==> config.mk <==
export PLATFORM = sky130hd
export DESIGN_NAME = inst_loader
export DESIGN_NICKNAME = d
export VERILOG_FILES = /design/src/rtl/loader_pkg.sv /design/src/rtl/loader_cksum.sv /design/src/rtl/inst_loader.sv
export SDC_FILE = /design/constraint.sdc
export NUM_CORES = 1
export LEC_CHECK = 0
export CAP_MARGIN = 10
export CORE_MARGIN = 1
export CORE_UTILIZATION = 57
export CTS_BUF_LIST = sky130_fd_sc_hd__clkbuf_16
export CTS_CLUSTER_SIZE = 24
export DETAILED_ROUTE_END_ITERATION = 10
export GPL_TIMING_DRIVEN = 0
export PLACE_DENSITY = 0.81
export RECOVER_POWER = 25
export REMOVE_ABC_BUFFERS = 1
export SYNTH_ARGS = -nofsm -noshare
export SYNTH_HDL_FRONTEND = slang
export SYNTH_HIERARCHICAL = 1
export SYNTH_SLANG_ARGS = --single-unit
export TNS_END_PERCENT = 20
==> constraint.sdc <==
create_clock -name Clk -period 3.6 [get_ports Clk]
set_input_delay 1.08 -clock Clk [delete_from_list [all_inputs] [get_ports Clk]]
set_output_delay 1.08 -clock Clk [all_outputs]
set_load 0.05 [all_outputs]
==> src/rtl/loader_pkg.sv <==
// Shared types and constants for the instruction-RAM byte-stream loader.
package loader_pkg;

    typedef enum logic [2:0] {
        ST_IDLE,
        ST_LEN_LO,
        ST_LEN_HI,
        ST_WORD_LO,
        ST_WORD_HI,
        ST_CK,
        ST_FINISH
    } state_e;

    localparam int LEN_BYTES      = 2;
    localparam int BYTES_PER_WORD = 2;

    // True when a HI byte carries bits above the top of a w-bit word.
    function automatic logic hi_bad(input logic [7:0] b, input int w);
        return (b >> (w - (BYTES_PER_WORD - 1) * 8)) != 8'd0;
    endfunction

endpackage

==> src/rtl/loader_cksum.sv <==
// Running XOR of frame bytes, cleared at frame start.
module loader_cksum (
    input  logic       clk_i,
    input  logic       rst_i,
    input  logic       clr_i,
    input  logic       en_i,
    input  logic [7:0] data_i,
    output logic [7:0] sum_o
);

    logic [7:0] sum_q;

    always_ff @(posedge clk_i) begin
        if (rst_i || clr_i) begin
            sum_q <= 8'd0;
        end else if (en_i) begin
            sum_q <= sum_q ^ data_i;
        end
    end

    assign sum_o = sum_q;

endmodule

==> src/rtl/inst_loader.sv <==
// Framed byte-stream loader writing W-bit words into instruction RAM.
module inst_loader
    import loader_pkg::*;
#(
    parameter int A = 16,
    parameter int W = 9
) (
    input  logic         Clk,
    input  logic         Reset,
    input  logic         Start,
    input  logic [A-1:0] BaseAddr,
    input  logic [7:0]   InData,
    input  logic         InValid,
    output logic         InReady,
    output logic         WrEn,
    output logic [A-1:0] WrAddr,
    output logic [W-1:0] WrData,
    output logic         Busy,
    output logic         Done,
    output logic         Err,
    output logic [A:0]   WordCount
);

    localparam int LW = LEN_BYTES * 8;
    localparam int SW = ((A > LW) ? A : LW) + 2;

    state_e        state_q;
    logic [LW-1:0] len_q;
    logic [A:0]    idx_q;
    logic [A-1:0]  base_q;
    logic [7:0]    lo_q;
    logic          wr_en_q;
    logic [A-1:0]  wr_addr_q;
    logic [W-1:0]  wr_data_q;
    logic          err_q;

    logic          accept;
    logic          start_ok;
    logic          ck_en;
    logic [7:0]    ck_sum;
    logic [LW-1:0] len_d;
    logic [SW-1:0] end_addr;
    logic          range_bad;
    logic          more_words;

    assign InReady = (state_q == ST_LEN_LO) || (state_q == ST_LEN_HI) ||
                     (state_q == ST_WORD_LO) || (state_q == ST_WORD_HI) ||
                     (state_q == ST_CK);
    assign accept   = InValid && InReady;
    assign start_ok = Start && (state_q == ST_IDLE);
    assign ck_en    = accept && (state_q != ST_CK);

    assign len_d      = {InData, len_q[7:0]};
    assign end_addr   = SW'(base_q) + SW'(len_d);
    assign range_bad  = end_addr > (SW'(1) << A);
    assign more_words = (SW'(idx_q) + SW'(1)) < SW'(len_q);

    loader_cksum u_cksum (
        .clk_i  (Clk),
        .rst_i  (Reset),
        .clr_i  (start_ok),
        .en_i   (ck_en),
        .data_i (InData),
        .sum_o  (ck_sum)
    );

    always_ff @(posedge Clk) begin
        if (Reset) begin
            state_q   <= ST_IDLE;
            len_q     <= '0;
            idx_q     <= '0;
            base_q    <= '0;
            lo_q      <= '0;
            wr_en_q   <= 1'b0;
            wr_addr_q <= '0;
            wr_data_q <= '0;
            err_q     <= 1'b0;
        end else begin
            wr_en_q <= 1'b0;
            unique case (state_q)
                ST_IDLE: begin
                    if (Start) begin
                        base_q  <= BaseAddr;
                        idx_q   <= '0;
                        err_q   <= 1'b0;
                        state_q <= ST_LEN_LO;
                    end
                end
                ST_LEN_LO: begin
                    if (accept) begin
                        len_q[7:0] <= InData;
                        state_q    <= ST_LEN_HI;
                    end
                end
                ST_LEN_HI: begin
                    if (accept) begin
                        len_q <= len_d;
                        if (range_bad) begin
                            err_q   <= 1'b1;
                            state_q <= ST_FINISH;
                        end else if (len_d == '0) begin
                            state_q <= ST_CK;
                        end else begin
                            state_q <= ST_WORD_LO;
                        end
                    end
                end
                ST_WORD_LO: begin
                    if (accept) begin
                        lo_q    <= InData;
                        state_q <= ST_WORD_HI;
                    end
                end
                ST_WORD_HI: begin
                    if (accept) begin
                        if (hi_bad(InData, W)) begin
                            err_q   <= 1'b1;
                            state_q <= ST_FINISH;
                        end else begin
                            wr_en_q   <= 1'b1;
                            wr_addr_q <= base_q + idx_q[A-1:0];
                            wr_data_q <= {InData[W-9:0], lo_q};
                            idx_q     <= idx_q + 1'b1;
                            state_q   <= more_words ? ST_WORD_LO : ST_CK;
                        end
                    end
                end
                ST_CK: begin
                    if (accept) begin
                        if (InData != ck_sum) begin
                            err_q <= 1'b1;
                        end
                        state_q <= ST_FINISH;
                    end
                end
                ST_FINISH: begin
                    state_q <= ST_IDLE;
                end
                default: begin
                    state_q <= ST_IDLE;
                end
            endcase
        end
    end

    assign WrEn      = wr_en_q;
    assign WrAddr    = wr_addr_q;
    assign WrData    = wr_data_q;
    assign Busy      = (state_q != ST_IDLE);
    assign Done      = (state_q == ST_FINISH);
    assign Err       = err_q;
    assign WordCount = idx_q;

endmodule

==> impl_metrics.prom <==
# TYPE chip_impl_metric gauge
chip_impl_info{name="path_delay_family",value="simple AND/OR/NAND/NOR gates"} 1
chip_impl_metric{name="n_antenna_cell",unit=""} 0
chip_impl_metric{name="netlist_instances",unit=""} 792
chip_impl_metric{name="ctsHtreeMaxLevel",unit=""} 3
chip_impl_info{name="outcome",value="complete, no violations"} 1
chip_impl_metric{name="final_antenna_net_count",unit=""} 0
chip_impl_metric{name="synth.top_cell.area_share",unit="%"} 31.1
chip_impl_metric{name="standard_cell_rows",unit=""} 37
chip_impl_info{name="postSynth.topFlopCell",value="sky130_fd_sc_hd__dfxtp_1"} 1
chip_impl_metric{name="synth.yosys.warnings",unit=""} 6
chip_impl_metric{name="clock_skew",unit="ps"} 6.99
chip_impl_metric{name="slew_headroom",unit="%"} 37.5
chip_impl_metric{name="area_of_the_core",unit="um2"} 10400
chip_impl_metric{name="clock_path_buffers",unit=""} 2
chip_impl_metric{name="global_route.overflow_total",unit=""} 0
chip_impl_metric{name="synth_enable_flop_cells",unit=""} 0
chip_impl_metric{name="wirelength_per_cell",unit="um"} 17.4
chip_impl_info{name="cts.root.buffer_cell",value="sky130_fd_sc_hd__clkbuf_16"} 1
chip_impl_metric{name="critical_path.max_stage_delay",unit="ps"} 570
chip_impl_metric{name="power.static_leakage",unit="uW"} 0.00282
chip_impl_info{name="synth_largest_area_cell",value="sky130_fd_sc_hd__dfxtp_1"} 1
chip_impl_info{name="timing.critical_path.cells",value="clkdlybuf4s15_2, ha_4, nor3b_1, a2111oi_2, nand4_1, or4_1, nor4_4, a31oi_2, o311a_1"} 1
chip_impl_metric{name="clock_latency",unit="ps"} 350
chip_impl_info{name="critical-path-slowest-cell",value="sky130_fd_sc_hd__or4_1"} 1
chip_impl_metric{name="yosys.cell_types.count",unit=""} 74
chip_impl_metric{name="synthesis.area_per_instance",unit="um2"} 7.72
chip_impl_metric{name="drt_drc_violations_left",unit=""} 0
chip_impl_info{name="crit_type",value="primary input to register"} 1
chip_impl_metric{name="finish.utilization",unit="%"} 70.6
chip_impl_metric{name="placement.io_buffers",unit=""} 74
chip_impl_metric{name="vdd_ir_drop_max",unit="uV"} 363
chip_impl_metric{name="number_of_global_route_vias_before_repair",unit=""} 5502
chip_impl_metric{name="reg2reg_slack",unit="ps"} 180
chip_impl_metric{name="dr.pass1.iters",unit=""} 7
chip_impl_metric{name="report.final.slew_viol_count",unit=""} 0
chip_impl_metric{name="top_level_ports",unit=""} 75
chip_impl_metric{name="tritoncts.num_buffers",unit=""} 9
chip_impl_metric{name="final_nets",unit=""} 926
chip_impl_metric{name="tritoncts_num_sinks",unit=""} 95
chip_impl_metric{name="critical_path_at",unit="ps"} 3730
chip_impl_metric{name="dieHeight",unit="um"} 106
chip_impl_metric{name="grt_use_total",unit="%"} 31.0
chip_impl_metric{name="finalCritPeriodShare",unit="%"} 97.1
chip_impl_metric{name="start_util",unit="%"} 59.0
chip_impl_metric{name="placed_cell_area",unit="um2"} 6810
chip_impl_metric{name="final_design_area_no_fill",unit="um2"} 7330
chip_impl_info{name="worst_hold_path.endpoint",value="WrAddr[14]"} 1
chip_impl_metric{name="post_route_cells_drive_above_1_share",unit="%"} 10.3
chip_impl_metric{name="met1_layer_usage_reported_by_global_route",unit="%"} 40.8
chip_impl_metric{name="gr_util_met2",unit="%"} 51.5
chip_impl_metric{name="ffs_latches_synth",unit=""} 95
chip_impl_info{name="worstReg2RegStart",value="WordCount[2]"} 1
chip_impl_metric{name="maxCapViolations",unit=""} 0
chip_impl_info{name="mostFrequentLayoutCell",value="sky130_fd_sc_hd__nand2_1"} 1
chip_impl_metric{name="reg2regPathDepth",unit=""} 14
chip_impl_metric{name="grt_max_degree",unit=""} 89
chip_impl_metric{name="setup_violations",unit=""} 0
chip_impl_metric{name="dpl.hpwl",unit="um"} 12200
chip_impl_metric{name="whs_path_depth",unit=""} 2
chip_impl_metric{name="met3_usage",unit="%"} 4.21
chip_impl_info{name="crit_path_start_kind",value="primary input"} 1
chip_impl_metric{name="async_reset_ff_share",unit="%"} 0
chip_impl_info{name="hold_removal_path_class",value="register to register"} 1
chip_impl_info{name="synth.area.top_cells",value="sky130_fd_sc_hd__dfxtp_1 31%, sky130_fd_sc_hd__ha_1 9.6%, sky130_fd_sc_hd__nand2_1 9.3%"} 1
chip_impl_metric{name="avgViaCountPerCell",unit=""} 6.00
chip_impl_metric{name="grt_pass1_wl",unit="um"} 27200
chip_impl_metric{name="area_of_the_mapped_netlist",unit="um2"} 6120
chip_impl_metric{name="die_area",unit="um2"} 11200
chip_impl_info{name="grt_setup_unrepaired",value="yes"} 1
chip_impl_metric{name="required",unit="ps"} 3840
chip_impl_metric{name="cts.reportedPaths.clkPinSlew",unit="ps"} 70
chip_impl_metric{name="gp_routability_congestion",unit=""} 0.906
chip_impl_metric{name="dieWidth",unit="um"} 106
chip_impl_metric{name="final_critical_delay_including_setup_and_external_delays",unit="ps"} 3490
chip_impl_info{name="gr-max-usage-layer",value="met2"} 1
chip_impl_metric{name="seq_area_frac_synth",unit="%"} 31.1
chip_impl_metric{name="final-hold-violation-count",unit=""} 0
chip_impl_metric{name="worst_slew_pin_slew",unit="ps"} 938
chip_impl_info{name="hold_path.startpoint",value="WrAddr[14]"} 1
chip_impl_metric{name="detail_route.iter0.violations",unit=""} 460
chip_impl_metric{name="area_growth",unit="%"} 19.8
chip_impl_info{name="regToRegEndpoint",value="state_q[2]"} 1
chip_impl_info{name="most_frequent_cells_in_the_layout",value="152 x sky130_fd_sc_hd__nand2_1, 105 x sky130_fd_sc_hd__a21oi_1, 88 x sky130_fd_sc_hd__dfxtp_1"} 1
chip_impl_info{name="setup.worst_path.end_class",value="register"} 1
chip_impl_metric{name="drt-total-wl",unit="um"} 17200
chip_impl_metric{name="timing.fmax",unit="GHz"} 0.286
chip_impl_info{name="clock_tree_from_tritoncts",value="done"} 1
chip_impl_metric{name="antenna_found_initial",unit=""} 0
chip_impl_metric{name="p_per_area",unit="nW/um2"} 357
chip_impl_metric{name="route.vias.total",unit=""} 5939
chip_impl_metric{name="worst_path_maximum_fanout",unit=""} 8
chip_impl_metric{name="critical_path_buffer_and_inverter_count",unit=""} 1
## cell usage after synthesis, types with 4 or more instances
cell / count
sky130_fd_sc_hd__xnor2_1: 16
sky130_fd_sc_hd__nor4_1: 8
sky130_fd_sc_hd__nand4_1: 12
sky130_fd_sc_hd__and3_1: 5
sky130_fd_sc_hd__buf_6: 4
sky130_fd_sc_hd__xor2_1: 19
sky130_fd_sc_hd__nand2b_1: 5
sky130_fd_sc_hd__buf_2: 6
sky130_fd_sc_hd__a211oi_1: 8
sky130_fd_sc_hd__o21ai_0: 27
sky130_fd_sc_hd__clkbuf_1: 24
sky130_fd_sc_hd__o211ai_1: 4
sky130_fd_sc_hd__nand2_1: 152
sky130_fd_sc_hd__nor2b_1: 5
sky130_fd_sc_hd__a31oi_1: 6
sky130_fd_sc_hd__nand3b_1: 12
sky130_fd_sc_hd__dfxtp_1: 95
sky130_fd_sc_hd__ha_1: 47
sky130_fd_sc_hd__inv_1: 28
sky130_fd_sc_hd__and2_1: 4
sky130_fd_sc_hd__o21a_1: 8
sky130_fd_sc_hd__a21oi_1: 108
sky130_fd_sc_hd__or3_1: 6
sky130_fd_sc_hd__nor2_1: 50
sky130_fd_sc_hd__or4_1: 4
sky130_fd_sc_hd__a21bo_2: 6
sky130_fd_sc_hd__o31ai_1: 7
sky130_fd_sc_hd__nor3_1: 17
sky130_fd_sc_hd__nand3_1: 25
## metal layers
layer,vias to the layer above,wire length [um]
met5,-,0
met3,38,708
met4,0,446
met1,2795,7850
li1,2923,-
met2,183,8170
## cell type report
| type | count | area (um2) |
|---|---|---|
| inverters | 29 | 109 |
| clock buffers | 9 | 225 |
| flip-flops and latches | 95 | 1910 |
| well taps | 136 | 170 |
| repair buffers | 82 | 768 |
| fillers | 868 | 3040 |
| clock inverters | 7 | 78.8 |
| multi-input cells | 632 | 4060 |
## logic make-up after synthesis
logic type | count (synthesis) | synth area share (%)
adder cells (fa/ha/maj) | 49 | 10.3
XOR/XNOR | 35 | 5.01
flip-flops | 95 | 31.1
multiplexers | 4 | 0.675
AND/OR/NAND/NOR | 327 | 25.4
AO/OA/AOI/OAI | 216 | 22.2
buffers and inverters | 66 | 5.38
## flip-flops by register name, indices dropped and copies added, names as in the netlist, 3 cells and up
register / flops
lo_q: 8
u_cksum/sum_o: 8
base_q: 16
WrAddr: 16
state_q: 3
len_q: 16
WrData: 9
WordCount: 17
## worst reg2reg max path, cell delays in order (launching register included)
cell and delay, ps:
sky130_fd_sc_hd__dfxtp_2 450, sky130_fd_sc_hd__and3_1 200, sky130_fd_sc_hd__and3_2 250, sky130_fd_sc_hd__nand2_1 100, sky130_fd_sc_hd__nor3_2 240, sky130_fd_sc_hd__nand3_1 160, sky130_fd_sc_hd__xnor2_2 180, sky130_fd_sc_hd__ha_1 320
sky130_fd_sc_hd__nand2_1 80, sky130_fd_sc_hd__nor2_1 40, sky130_fd_sc_hd__a2111oi_0 360, sky130_fd_sc_hd__o221ai_1 230, sky130_fd_sc_hd__or4_1 490, sky130_fd_sc_hd__o21ai_0 100, sky130_fd_sc_hd__a21oi_1 80
## stage by stage
step / setup WS [ps] / total power (uW) / hold slack [ps] / setup TNS [ps] / instances
global placement: -1360 / 1590 / 439 / -59730 / 965
detailed placement: -1370 / 1600 / 444 / -36600 / 966
CTS: 18.5 / 2590 / 451 / 0 / 986
finish: 105 / 2610 / 449 / 0 / 990
floorplan: 81.9 / 1430 / 426 / 0 / 755
global route: -45.7 / 2720 / 464 / -48.5 / 990
## worst max path at each step
stage | start | cells past startpoint | end | slack, ps
floorplan | WordCount[2] | 14 | state_q[2] | 80
global placement | InData[4] | 7 | WrAddr[15] | -1360
detailed placement | InData[4] | 7 | WrAddr[15] | -1370
CTS | InData[1] | 10 | state_q[1] | 20
global route | InData[7] | 10 | state_q[1] | -50
finish | InData[7] | 9 | Err | 110
## power breakdown
group / internal, uW / total [uW] / switching, uW
clock network: 547 / 995 / 448
logic: 198 / 489 / 290
registers: 1080 / 1130 / 47.8
## repair_timing
item | in CTS | in global routing
gates resized for setup | 36 | 30
setup buffers | 3 | 4
setup endpoints to repair | 42 | 4
hold buffers | 0 | 0
pin swaps | 2 | 1
gates cloned | 1 | 0
Power figures use the tool's default switching activity.
